<file path="config.mk">
export PLATFORM = sky130hd
export DESIGN_NAME = serial_shift_tx
export DESIGN_NICKNAME = d
export VERILOG_FILES = /design/src/rtl/serial_shift_tx.sv
export SDC_FILE = /design/constraint.sdc
export NUM_CORES = 1
export LEC_CHECK = 0
export CORE_UTILIZATION = 55
export CTS_CLUSTER_SIZE = 12
export DETAILED_ROUTE_END_ITERATION = 10
export GPL_TIMING_DRIVEN = 0
export PLACE_DENSITY_LB_ADDON = 0.05
export SKIP_CTS_REPAIR_TIMING = 1
export SYNTH_ARGS = -nofsm -noshare
export SYNTH_HDL_FRONTEND = slang
export SYNTH_SLANG_ARGS = --single-unit
</file>
<file path="constraint.sdc">
create_clock -name clk -period 3.6 [get_ports clk]
set_input_delay 0.54 -clock clk [delete_from_list [all_inputs] [get_ports clk]]
set_output_delay 0.54 -clock clk [all_outputs]
set_load 0.005 [all_outputs]
</file>
<file path="src/rtl/serial_shift_tx.sv">
// Parallel-to-serial transmitter: a holding register feeds a shift register so a
// queued word follows the previous one with no gap on the serial output.
module serial_shift_tx #(
    parameter int WIDTH     = 8,
    parameter bit MSB_FIRST = 1'b1
) (
    input  logic             clk,
    input  logic             rst_n,
    input  logic             clr,
    input  logic             in_vld,
    input  logic [WIDTH-1:0] in_data,
    output logic             in_rdy,
    output logic             dout,
    output logic             dout_vld,
    output logic             dout_last,
    output logic             busy
);

    localparam int            CW       = (WIDTH > 1) ? $clog2(WIDTH) : 1;
    localparam logic [CW-1:0] LAST_IDX = CW'(WIDTH - 1);

    logic [WIDTH-1:0] r_hr;
    logic             r_hr_full;
    logic [WIDTH-1:0] r_sr;
    logic [CW-1:0]    r_cnt;
    logic             r_sr_act;
    logic             r_dout;
    logic             r_dout_vld;
    logic             r_dout_last;

    logic             w_load;
    logic             w_accept;
    logic             w_advance;
    logic [WIDTH-1:0] w_sr_next;
    logic [CW-1:0]    w_cnt_next;
    logic             w_hr_first;
    logic             w_next_bit;

    // The holding register may hand over its word on the same edge the final bit leaves.
    assign w_load     = r_hr_full && (!r_sr_act || (r_cnt == LAST_IDX));
    assign in_rdy     = !r_hr_full || w_load;
    assign w_accept   = in_vld && in_rdy && !clr;
    assign w_advance  = r_sr_act && (r_cnt != LAST_IDX);
    assign w_cnt_next = r_cnt + CW'(1);

    // Rotating keeps the bit being presented at the same end of the shift register.
    assign w_sr_next  = MSB_FIRST ? {r_sr[WIDTH-2:0], r_sr[WIDTH-1]}
                                  : {r_sr[0], r_sr[WIDTH-1:1]};
    assign w_hr_first = MSB_FIRST ? r_hr[WIDTH-1] : r_hr[0];
    assign w_next_bit = MSB_FIRST ? w_sr_next[WIDTH-1] : w_sr_next[0];

    always_ff @(posedge clk or negedge rst_n) begin
        if (!rst_n) begin
            r_hr      <= '0;
            r_hr_full <= 1'b0;
        end else if (clr) begin
            r_hr_full <= 1'b0;
        end else if (w_accept) begin
            r_hr      <= in_data;
            r_hr_full <= 1'b1;
        end else if (w_load) begin
            r_hr_full <= 1'b0;
        end
    end

    always_ff @(posedge clk or negedge rst_n) begin
        if (!rst_n) begin
            r_sr        <= '0;
            r_cnt       <= '0;
            r_sr_act    <= 1'b0;
            r_dout      <= 1'b0;
            r_dout_vld  <= 1'b0;
            r_dout_last <= 1'b0;
        end else if (clr) begin
            r_cnt       <= '0;
            r_sr_act    <= 1'b0;
            r_dout      <= 1'b0;
            r_dout_vld  <= 1'b0;
            r_dout_last <= 1'b0;
        end else if (w_load) begin
            r_sr        <= r_hr;
            r_cnt       <= '0;
            r_sr_act    <= 1'b1;
            r_dout      <= w_hr_first;
            r_dout_vld  <= 1'b1;
            r_dout_last <= 1'b0;
        end else if (w_advance) begin
            r_sr        <= w_sr_next;
            r_cnt       <= w_cnt_next;
            r_dout      <= w_next_bit;
            r_dout_vld  <= 1'b1;
            r_dout_last <= (w_cnt_next == LAST_IDX);
        end else begin
            r_cnt       <= '0;
            r_sr_act    <= 1'b0;
            r_dout      <= 1'b0;
            r_dout_vld  <= 1'b0;
            r_dout_last <= 1'b0;
        end
    end

    assign dout      = r_dout;
    assign dout_vld  = r_dout_vld;
    assign dout_last = r_dout_last;
    assign busy      = r_hr_full || r_sr_act;

endmodule

</file>
# Yosys cells after proc, flatten, opt, wreduce, memory -nomap -nowiden
# Index checks and enable logic that the tools add are counted.
# word_totals
regBits	24
input_bits	12
wordCells	48
# classes
n_addsub	1
n_eq_ne	4
mux	20
bitwise_logic	1
reduce_logical	14
# ops
cell	n
$mux 8	2
$mux 1	15
$mux 3	3
$eq 3x3->1 const B	2
$ne 3x3->1 const B	2
$logic_and 1x1->1	4
$reduce_and 2->1	2
$add 3x1->3 const B	1
$logic_not 1->1	3
$logic_or 1x1->1	3
$reduce_bool 3->1	1
$reduce_bool 2->1	1
$not 1->1	1

# Logic depth before layout (Yosys ltp)
# Gate-level depths: netlist (run 1).
# depth
ltp_word	8
ltp_mapped	7

# Worst setup path before layout (run 1)
# OpenSTA, ideal clock, no wires.
# synth_timing
kind	flip-flop to flip-flop
startpoint	register r_cnt[0]
endpoint	register r_sr[7]
setup_ns	0.130
arrival_time_ns	1.425
t_required_ns	3.470
slack_ns	2.045
path_stages_with_launch	8
path_cell_list	dfrtp_1 ha_1 ha_1 buf_6 nand2b_4 buf_6 a31oi_1 o2bb2ai_1
# synth_between
elab_chain_len	5
# synth_lines
element	line_no	text
start: declaration	25	logic [CW-1:0] r_cnt;
start signal: assignment	89	r_cnt <= w_cnt_next;
$eq 3x3->1	40	assign w_load = r_hr_full && (!r_sr_act || (r_cnt == LAST_IDX));
$logic_or 1x1->1	40	
$logic_and 1x1->1	40	
$reduce_bool 2->1 (no source line)	--	
$reduce_and 2->1 (no source line)	--	
end signal: assignment	81	r_sr <= r_hr;
end signal: assignment	88	r_sr <= w_sr_next;
end: declaration	24	logic [WIDTH-1:0] r_sr;
# Several ways; a longest one is shown, not always the timed one.
# A chain may end at the register's enable or synchronous reset.

# Worst setup path in the final report (run 1)
# layout_timing
startpoint	register r_cnt[0]
endpoint	output in_rdy
# layout_between
elab_chain_len	4
# layout_lines
element	line_no	text
$eq 3x3->1	40	
$logic_or 1x1->1	40	
$logic_and 1x1->1	40	
$logic_or 1x1->1	41	assign in_rdy = !r_hr_full || w_load;
end: declaration	12	output logic in_rdy,
# No other way between the ends.

==> reports/metrics.cfg, run 1 <==
[floorplanning]
rows = 16
coreArea_mm2 = 0.00196
die_w_um = 47.7
chipHeight_um = 47.7
pin_count = 17
start_util_pct = 58.4
die_area_mm2 = 0.00227

[grt]
grt_pass1_vias = 696
grt_pass1_wl_um = 3080
grt_usage_pct = 20.0
grt_max_degree = 25
grt_overflow = 0
antenna_found_initial = 0

[drt]
firstDrtPassIters = 6
routedWlPerCell_um = 14.3
drc = 0
ant_nets = 0
viasPerCell = 5.60
drt_first_iter_violations = 7
wl_um = 1800
num_vias = 706

[job]
cap_violations = 0

[sta]
hold_viol = 0
clock_skew_ps = 2.00
fmaxAchievable_mhz = 437
finalSetupViolCount = 0
setup_tns_ps = 0
min_period_ps = 2290
drv_slew = 0
fin_crit_sh_pct = 63.5
tightest_slew_ps = 1010
rsz0062_at_grt = false
max_slew_margin_pct = 32.3

[place]
hpwl_um = 1260
port_buffers = 16
place_inst = 123
gp_congestion = 0.751

[critical_path]
path_max_fanout = 3
crit_slowest_cell = clkdlybuf4s50_1
cpPeakStageDelay_ps = 460
crit_arrival_ps = 1750
worstSetupPathType = reg -> out
crit_top_cell = ha_1
path_cells = ha_1, ha_1, nand3b_4, clkdlybuf4s50_1
cp_data_required_time_ps = 3060
worstSetupEndpointType = output pin
crit_path_start_kind = flop

[clocking]
cts-root-buf = clkbuf_4
cts_buffers = 3
cts_sinks = 24
cts_max_level = 1
cts_max_path_buffers = 2
insertion_delay_ps = 290
cts_tree = built
clk_pin_slew_ps = 110

[finish]
num_antenna_cells = 0
fill_cells = 160
final_cell_mix = dfrtp_1 (24), clkdlybuf4s50_1 (16), a31oi_1 (8), mux2_4 (8), o2bb2ai_1 (8)
final_common_cell = dfrtp_1
layoutNonFillerInstCount = 126
regArea_um2 = 601
nets = 116
multi_input_area_um2 = 485
syn_to_final_growth_pct = 18.9
drive_gt1_share_pct = 28.3

[synth]
synth_nets = 95
ys.warnings.count = 0
netlist_area_mm2 = 0.00115
synth_cell_types = 21
ys_seq_area_share_pct = 52.4
synth_seq_cells = 24
synthCells = 80
postSynthAreaPerCell_um2 = 14.3

[power_and_ir_drop]
power_density_mw_per_mm2 = 404
p_leak_nw = 0.660
ir_worst_vdd_mv = 0.284

[status]
status = completed

[worst_hold_path]
hold_class = reg -> reg

-- worst paths after layout --
| check | from | endpoint | slack, ps | cells after the start |
|---|---|---|---|---|
| max | r_cnt[0] | in_rdy | 1310 | 4 |
| min | r_cnt[0] | r_cnt[0] | 470 | 1 |
| max reg2reg | r_cnt[0] | r_sr[7] | 1910 | 7 |
| min reg2reg | r_cnt[0] | r_cnt[0] | 470 | 1 |
| max in group asynchronous | rst_n | r_cnt[1] | 2210 | 1 |
| min in group asynchronous | rst_n | r_sr[1] | 790 | 1 |
-- power breakdown --
part | leakage [nW] | switching [mW] | total (mW) | internal (mW)
sequential | 0.304 | 0.0237 | 0.335 | 0.311
combinational | 0.342 | 0.0399 | 0.109 | 0.0693
clock | 0.0138 | 0.0676 | 0.107 | 0.0389
-- kinds of logic (layout without fill, tap and decap cells) --
logic type / after synthesis / count (layout) / share of synthesized area, %
AOI/OAI and AO/OA: 18 / 18 / 12.6
adders and majority gates: 3 / 3 / 3.28
buffers and inverters: 9 / 28 / 5.24
DFF: 24 / 24 / 52.4
muxes: 8 / 8 / 10.5
and+or+nand+nor: 18 / 18 / 16.0
-- synthesized netlist by cell type --
cell type | instances | area (µm²)
clkbuf_1 | 1 | 3.75
nor3_1 | 2 | 10.0
and3b_2 | 6 | 60.1
nand2b_4 | 1 | 13.8
nor2_1 | 1 | 3.75
or2_2 | 1 | 6.26
o21bai_4 | 1 | 18.8
and3b_1 | 2 | 17.5
buf_6 | 3 | 33.8
dfrtp_1 | 24 | 601
inv_1 | 4 | 15.0
and2_1 | 1 | 6.26
nor2b_4 | 1 | 13.8
nor3b_2 | 1 | 12.5
ha_1 | 3 | 37.5
o2bb2ai_1 | 8 | 70.1
mux2_4 | 8 | 120
a31oi_1 | 8 | 50.1
a21oi_1 | 1 | 5.00
clkbuf_4 | 1 | 7.51
nand3b_4 | 2 | 40.0
-- per-stage QoR --
stage / hold WS, ps / worst slack (ps) / total power [mW] / area [µm²] / util, %
CTS: 479 / 1280 / 0.558 / 1360 / 69.5
global route: 501 / 1190 / 0.584 / 1360 / 69.5
floorplan: 244 / 2040 / 0.408 / 1150 / -
detailed placement: 462 / 1630 / 0.450 / 1340 / 68.3
global placement: 454 / 1640 / 0.446 / 1340 / 68.3
finish: 471 / 1310 / 0.550 / 1360 / 69.5
-- worst max-delay path: cells and delay by family (launching register included) --
kind                     cells  cell delay [ps]
buffers and inverters        1              460
adder cells (fa/ha/maj)      2              410
flip-flops                   1              410
AND/OR/NAND/NOR              1              180
-- sequential cells by signal (all words and copies together), names as in the netlist --
register / flops
r_hr_full: 1
dout_vld: 1
r_sr_act: 1
r_hr: 8
r_cnt: 3
dout: 1
dout_last: 1
r_sr: 8
-- layer usage --
metal  track usage, %  part of all wire (%)
met2             32.3                    48
met4             6.67                  0.78
met5                0                     0
met3             3.40                   3.0
met1             27.6                    48
-- area by class of cell --
type                    count  share of cell area, %
flip-flops and latches     24                   44.1
clock buffers               3                   1.65
repair buffers             16                   11.8
well taps                  27                   2.48
plain buffers               5                   3.31
multi-input cells          47                   35.6
inverters                   4                   1.10
Power figures use the tool's default switching activity.
==> run 2: changes to the inputs <==
--- a/config.mk
+++ b/config.mk
@@ -5,7 +5,7 @@
 export SDC_FILE = /design/constraint.sdc
 export NUM_CORES = 1
 export LEC_CHECK = 0
-export CORE_UTILIZATION = 55
+export CORE_UTILIZATION = 52
 export CTS_CLUSTER_SIZE = 12
 export DETAILED_ROUTE_END_ITERATION = 10
 export GPL_TIMING_DRIVEN = 0
==> constraint.sdc (replaced) <==
create_clock -name clk -period 2.2 [get_ports clk]
set_input_delay 0.33 -clock clk [delete_from_list [all_inputs] [get_ports clk]]
set_output_delay 0.33 -clock clk [all_outputs]
set_load 0.005 [all_outputs]
==> run 2 against run 1 <==
  * Final cell count grew 0.79%
  * Critical path type unchanged
  * Critical path depth is the same
  * Via count shrank 0.71%
==> reports/metrics.cfg, run 2 (synthesized netlist as in run 1, its figures left out) <==
[critical_path]
crit_path_start_kind = flop
worstSetupPathType = reg -> out
worstSetupEndpointType = output pin
crit_arrival_ps = 1770  ; +20 ps
cp_data_required_time_ps = 1870  ; -1190 ps
path_delay_family = buffers and inverters
crit_top_cell = ha_1
crit_slowest_cell = clkdlybuf4s50_1
cp_num_buf_inv = 1  ; unchanged
path_cells = ha_1, ha_1, nand3b_4, clkdlybuf4s50_1
path_max_fanout = 3  ; unchanged
cpPeakStageDelay_ps = 450  ; about the same

[finish]
final_common_cell = dfrtp_1
fill_cells = 159  ; -0.63%
syn_to_final_growth_pct = 20.1
drive_gt1_share_pct = 29.0  ; +0.72 points
multi_input_area_um2 = 485  ; unchanged
final_cell_mix = dfrtp_1 (24), clkdlybuf4s50_1 (16), a31oi_1 (8), mux2_4 (8), o2bb2ai_1 (8)
num_antenna_cells = 0  ; unchanged
reg_top3 = r_hr (8), r_sr (8), r_cnt (3)
nets = 116  ; unchanged
utilization_pct = 68.1  ; -1.4 points
design_area_mm2 = 0.00138  ; +1.0%
regArea_um2 = 601  ; unchanged

[sta]
drv_slew = 0  ; unchanged
clock_skew_ps = 7.62  ; +5.62 ps
finalSetupViolCount = 0  ; unchanged
setup_tns_ps = 0  ; unchanged
hold_viol = 0  ; unchanged
max_slew_margin_pct = 30.5  ; -1.8 points
rsz0062_at_grt = false
tightest_slew_ps = 1040  ; +26.9 ps
fmaxAchievable_mhz = 477
min_period_ps = 2100
fin_crit_sh_pct = 95.3

[clocking]
cts_max_level = 1  ; unchanged
insertion_delay_ps = 310  ; +20 ps
cts_max_path_buffers = 2  ; unchanged
cts-root-buf = clkbuf_4
clk_pin_slew_ps = 120  ; about the same
cts_sinks = 24  ; unchanged
cts_buffers = 3  ; unchanged
cts_tree = built

[power_and_ir_drop]
ir_worst_vdd_mv = 0.614  ; +120%
power_density_mw_per_mm2 = 696  ; +72%
p_leak_nw = 0.667  ; +1.1%

[drt]
viasPerCell = 5.52  ; -1.5%
drt_first_iter_violations = 9  ; +2
firstDrtPassIters = 4  ; -2
drc = 0  ; unchanged
routedWlPerCell_um = 14.6  ; +1.9%
num_vias = 701  ; -0.71%
wl_um = 1850  ; +2.7%
ant_nets = 0  ; unchanged

[floorplanning]
chipHeight_um = 48.9  ; +2.7%
coreArea_mm2 = 0.00202  ; +3.1%
pin_count = 17  ; unchanged
die_area_mm2 = 0.00240  ; +5.5%
rows = 16  ; unchanged
start_util_pct = 56.7  ; -1.7 points
die_w_um = 48.9  ; +2.7%

[job]
cap_violations = 0  ; unchanged

[status]
status = completed

[grt]
antenna_found_initial = 0  ; unchanged
grt_pass1_wl_um = 3280  ; +6.7%
grt_usage_pct = 18.5  ; -1.5 points
grt_overflow = 0  ; unchanged
grt_pass1_vias = 666  ; -4.3%
grt_max_degree = 25  ; unchanged

[worst_hold_path]
hold_class = reg -> reg

[place]
place_area_mm2 = 0.00134  ; unchanged
port_buffers = 16  ; unchanged
gp_congestion = 0.745  ; -0.72%
hpwl_um = 1260  ; -0.13%

run 2: cell count changes in the layout (fill, tap and decap cells not counted):
cell / previous run / this run
clkbuf_8: 0 / 1
run 2: worst paths after layout:
kind | endpoint | start | cells past startpoint | slack [ps]
max | in_rdy | r_cnt[0] | 4 | 100
min | r_cnt[0] | r_cnt[0] | 1 | 480
max reg2reg | r_sr[7] | r_cnt[0] | 7 | 510
min reg2reg | r_cnt[0] | r_cnt[0] | 1 | 480
max in group asynchronous | r_sr[5] | rst_n | 1 | 1000
min in group asynchronous | r_sr[1] | rst_n | 1 | 570
run 2: power breakdown:
group	total [mW]	switching, mW	internal [mW]	leakage, nW
logic	0.180	0.0666	0.113	0.342
clock network	0.228	0.127	0.101	0.0210
registers	0.549	0.0406	0.509	0.304
total	0.957	0.234	0.723	0.667
run 2: metal layers:
layer / share of wire [%] / vias to the layer above / GRT usage (%) / wire length (µm)
met4: 1.3 / 0 / 7.35 / 24
met5: 0 / - / 0 / 0
li1: - / 335 / - / -
met3: 3.3 / 4 / 4.05 / 62
met2: 47 / 18 / 28.5 / 868
met1: 48 / 344 / 25.5 / 897
run 2: final cells by class:
cell class,count,area share [%]
Buffer,5,3.27
Clock buffer,4,2.64
Inverter,4,1.09
Multi-Input combinational cell,47,35.3
Sequential cell,24,43.6
Tap cell,27,2.45
Timing Repair Buffer,16,11.6
run 2: through the flow:
step | cells | setup WS (ps) | hold slack, ps | power (mW)
floorplan | 80 | 645 | 34.4 | 0.668
global placement | 123 | 451 | 454 | 0.730
detailed placement | 123 | 439 | 469 | 0.738
CTS | 127 | 76.8 | 486 | 0.966
global route | 127 | 20.0 | 519 | 1.01
finish | 127 | 104 | 477 | 0.957
==> run 3: changes to the inputs <==
--- a/config.mk
+++ b/config.mk
@@ -11,6 +11,7 @@
 export GPL_TIMING_DRIVEN = 0
 export PLACE_DENSITY_LB_ADDON = 0.05
 export SKIP_CTS_REPAIR_TIMING = 1
+export SLEW_MARGIN = 20
 export SYNTH_ARGS = -nofsm -noshare
 export SYNTH_HDL_FRONTEND = slang
 export SYNTH_SLANG_ARGS = --single-unit
==> run 3 against run 2 <==
  * Setup slack gained 0.53 ps
  * Clock skew increased by 1.9 ps
  * Via count grew 0.71%
  * Sequential power is essentially flat
  * Critical path type unchanged
  * Critical endpoint unchanged
  * Largest cell class unchanged
  * Highest routed layer unchanged
==> reports/metrics.cfg, run 3 (synthesized netlist as in run 1, its figures left out) <==
[worst_hold_path]
hold_class = reg -> reg

[critical_path]
r2r-end = r_sr[7]
crit_path_start_kind = flop
cp_num_cells = 4  ; unchanged
path_max_fanout = 3  ; unchanged
r2r-start = r_cnt[0]
rrSetupSlack_ps = 530  ; +20 ps
cp_data_required_time_ps = 1870  ; about the same
crit_arrival_ps = 1770  ; about the same
cp_num_buf_inv = 1  ; unchanged
crit_slowest_cell = clkdlybuf4s50_1
crit_top_cell = ha_1
path_cells = ha_1, ha_1, nand3b_4, clkdlybuf4s50_1
critPathCapture = in_rdy
cpPeakStageDelay_ps = 450  ; about the same
setup.worst_path.start = r_cnt[0]
reg2reg_depth = 7  ; unchanged
worstSetupEndpointType = output pin
worstSetupPathType = reg -> out
path_delay_family = buffers and inverters

[finish]
num_antenna_cells = 0  ; unchanged
drive_gt1_share_pct = 29.7  ; +0.70 points
final_cell_mix = dfrtp_1 (24), clkdlybuf4s50_1 (15), a31oi_1 (8), mux2_4 (8), o2bb2ai_1 (8)
reg_top3 = r_hr (8), r_sr (8), r_cnt (3)
nets = 117  ; +0.86%
final_common_cell = dfrtp_1
syn_to_final_growth_pct = 20.5
fill_cells = 159  ; unchanged
design_area_mm2 = 0.00138  ; +0.36%

[sta]
clock_skew_ps = 9.50  ; +1.87 ps
drv_slew = 0  ; unchanged
finalSetupViolCount = 0  ; unchanged
whs_ps = 478  ; +0.236 ps
tightest_slew_ps = 522  ; -517 ps
setup_tns_ps = 0  ; unchanged
hold_viol = 0  ; unchanged
min_period_ps = 2100  ; -0.534 ps
max_slew_margin_pct = 65.2  ; +35 points
fin_crit_sh_pct = 95.2  ; about the same
fmaxAchievable_mhz = 477  ; about the same
rsz0062_at_grt = false

[drt]
ant_nets = 0  ; unchanged
viasPerCell = 5.52  ; about the same
drt_first_iter_violations = 5  ; -4
num_vias = 706  ; +0.71%
drc = 0  ; unchanged
routedWlPerCell_um = 14.4  ; -1.4%
wl_um = 1840  ; -0.65%
firstDrtPassIters = 4  ; unchanged

[floorplanning]
rows = 16  ; unchanged
die_area_mm2 = 0.00240  ; unchanged
coreArea_mm2 = 0.00202  ; unchanged
start_util_pct = 56.7  ; unchanged
pin_count = 17  ; unchanged
die_w_um = 48.9  ; unchanged
chipHeight_um = 48.9  ; unchanged

[grt]
grt_pass1_wl_um = 3280  ; unchanged
grt_pass1_vias = 666  ; unchanged
grt_overflow = 0  ; unchanged
antenna_found_initial = 0  ; unchanged
grt_usage_pct = 18.5  ; unchanged
grt_max_degree = 25  ; unchanged

[clocking]
clk_pin_slew_ps = 120  ; about the same
cts_tree = built
cts_sinks = 24  ; unchanged
cts_max_level = 1  ; unchanged
insertion_delay_ps = 310  ; about the same
cts_buffers = 3  ; unchanged
cts-root-buf = clkbuf_4
cts_max_path_buffers = 2  ; unchanged

[power_and_ir_drop]
power_mw = 0.957  ; about the same
ir_worst_vdd_mv = 0.604  ; -1.6%
p_leak_nw = 0.671  ; +0.63%
power_density_mw_per_mm2 = 693  ; -0.34%

[place]
hpwl_um = 1260  ; unchanged
port_buffers = 16  ; unchanged
gp_congestion = 0.745  ; unchanged
place_area_mm2 = 0.00134  ; unchanged

[job]
cap_violations = 0  ; unchanged

[status]
status = completed

[run 3: power by group]
part | internal (mW) | leakage, nW | switching (mW)
registers | 0.509 | 0.304 | 0.0406
logic | 0.114 | 0.346 | 0.0660
clock network | 0.101 | 0.0210 | 0.127
total | 0.723 | 0.671 | 0.234
[run 3: worst min path at each step]
stage | from | end | depth (start not counted)
global placement | r_cnt[0] | r_cnt[0] | 1
detailed placement | r_cnt[0] | r_cnt[0] | 1
global route | r_cnt[0] | r_cnt[0] | 1
finish | r_cnt[0] | r_cnt[0] | 1
CTS | r_cnt[0] | r_cnt[0] | 1
floorplan | rst_n | dout | 0
[run 3: through the flow]
step | setup WS, ps | instances | utilization (%)
2_1_floorplan | 645 | 80 | -
3_3_place_gp | 451 | 123 | 66.3
3_5_place_dp | 439 | 123 | 66.3
4_1_cts | 76.8 | 127 | 68.1
5_1_grt | 20.0 | 128 | 68.3
6_report | 105 | 128 | 68.3
[run 3: per-layer routing]
layer	vias up	share of wire, %	global-route usage (%)
li1	337	-	-
met1	345	47	25.5
met2	20	47	28.5
met3	4	4.5	4.05
met4	0	1.3	7.35
met5	-	0	0
[run 3: area by class of cell]
class,instances,area (µm²),area share (%)
clock buffer,4,36.3,2.63
multi-input combinational,47,485,35.1
tap,27,33.8,2.45
buffer,5,45.0,3.26
inverter,4,15.0,1.09
sequential,24,601,43.5
timing repair buffer,17,165,12.0
[run 3: worst reg2reg max path: stages (launching register included)]
cell	delay (ps)
dfrtp_1	420
ha_1	200
ha_1	210
buf_6	150
nand2b_4	150
buf_6	140
a31oi_1	210
o2bb2ai_1	100
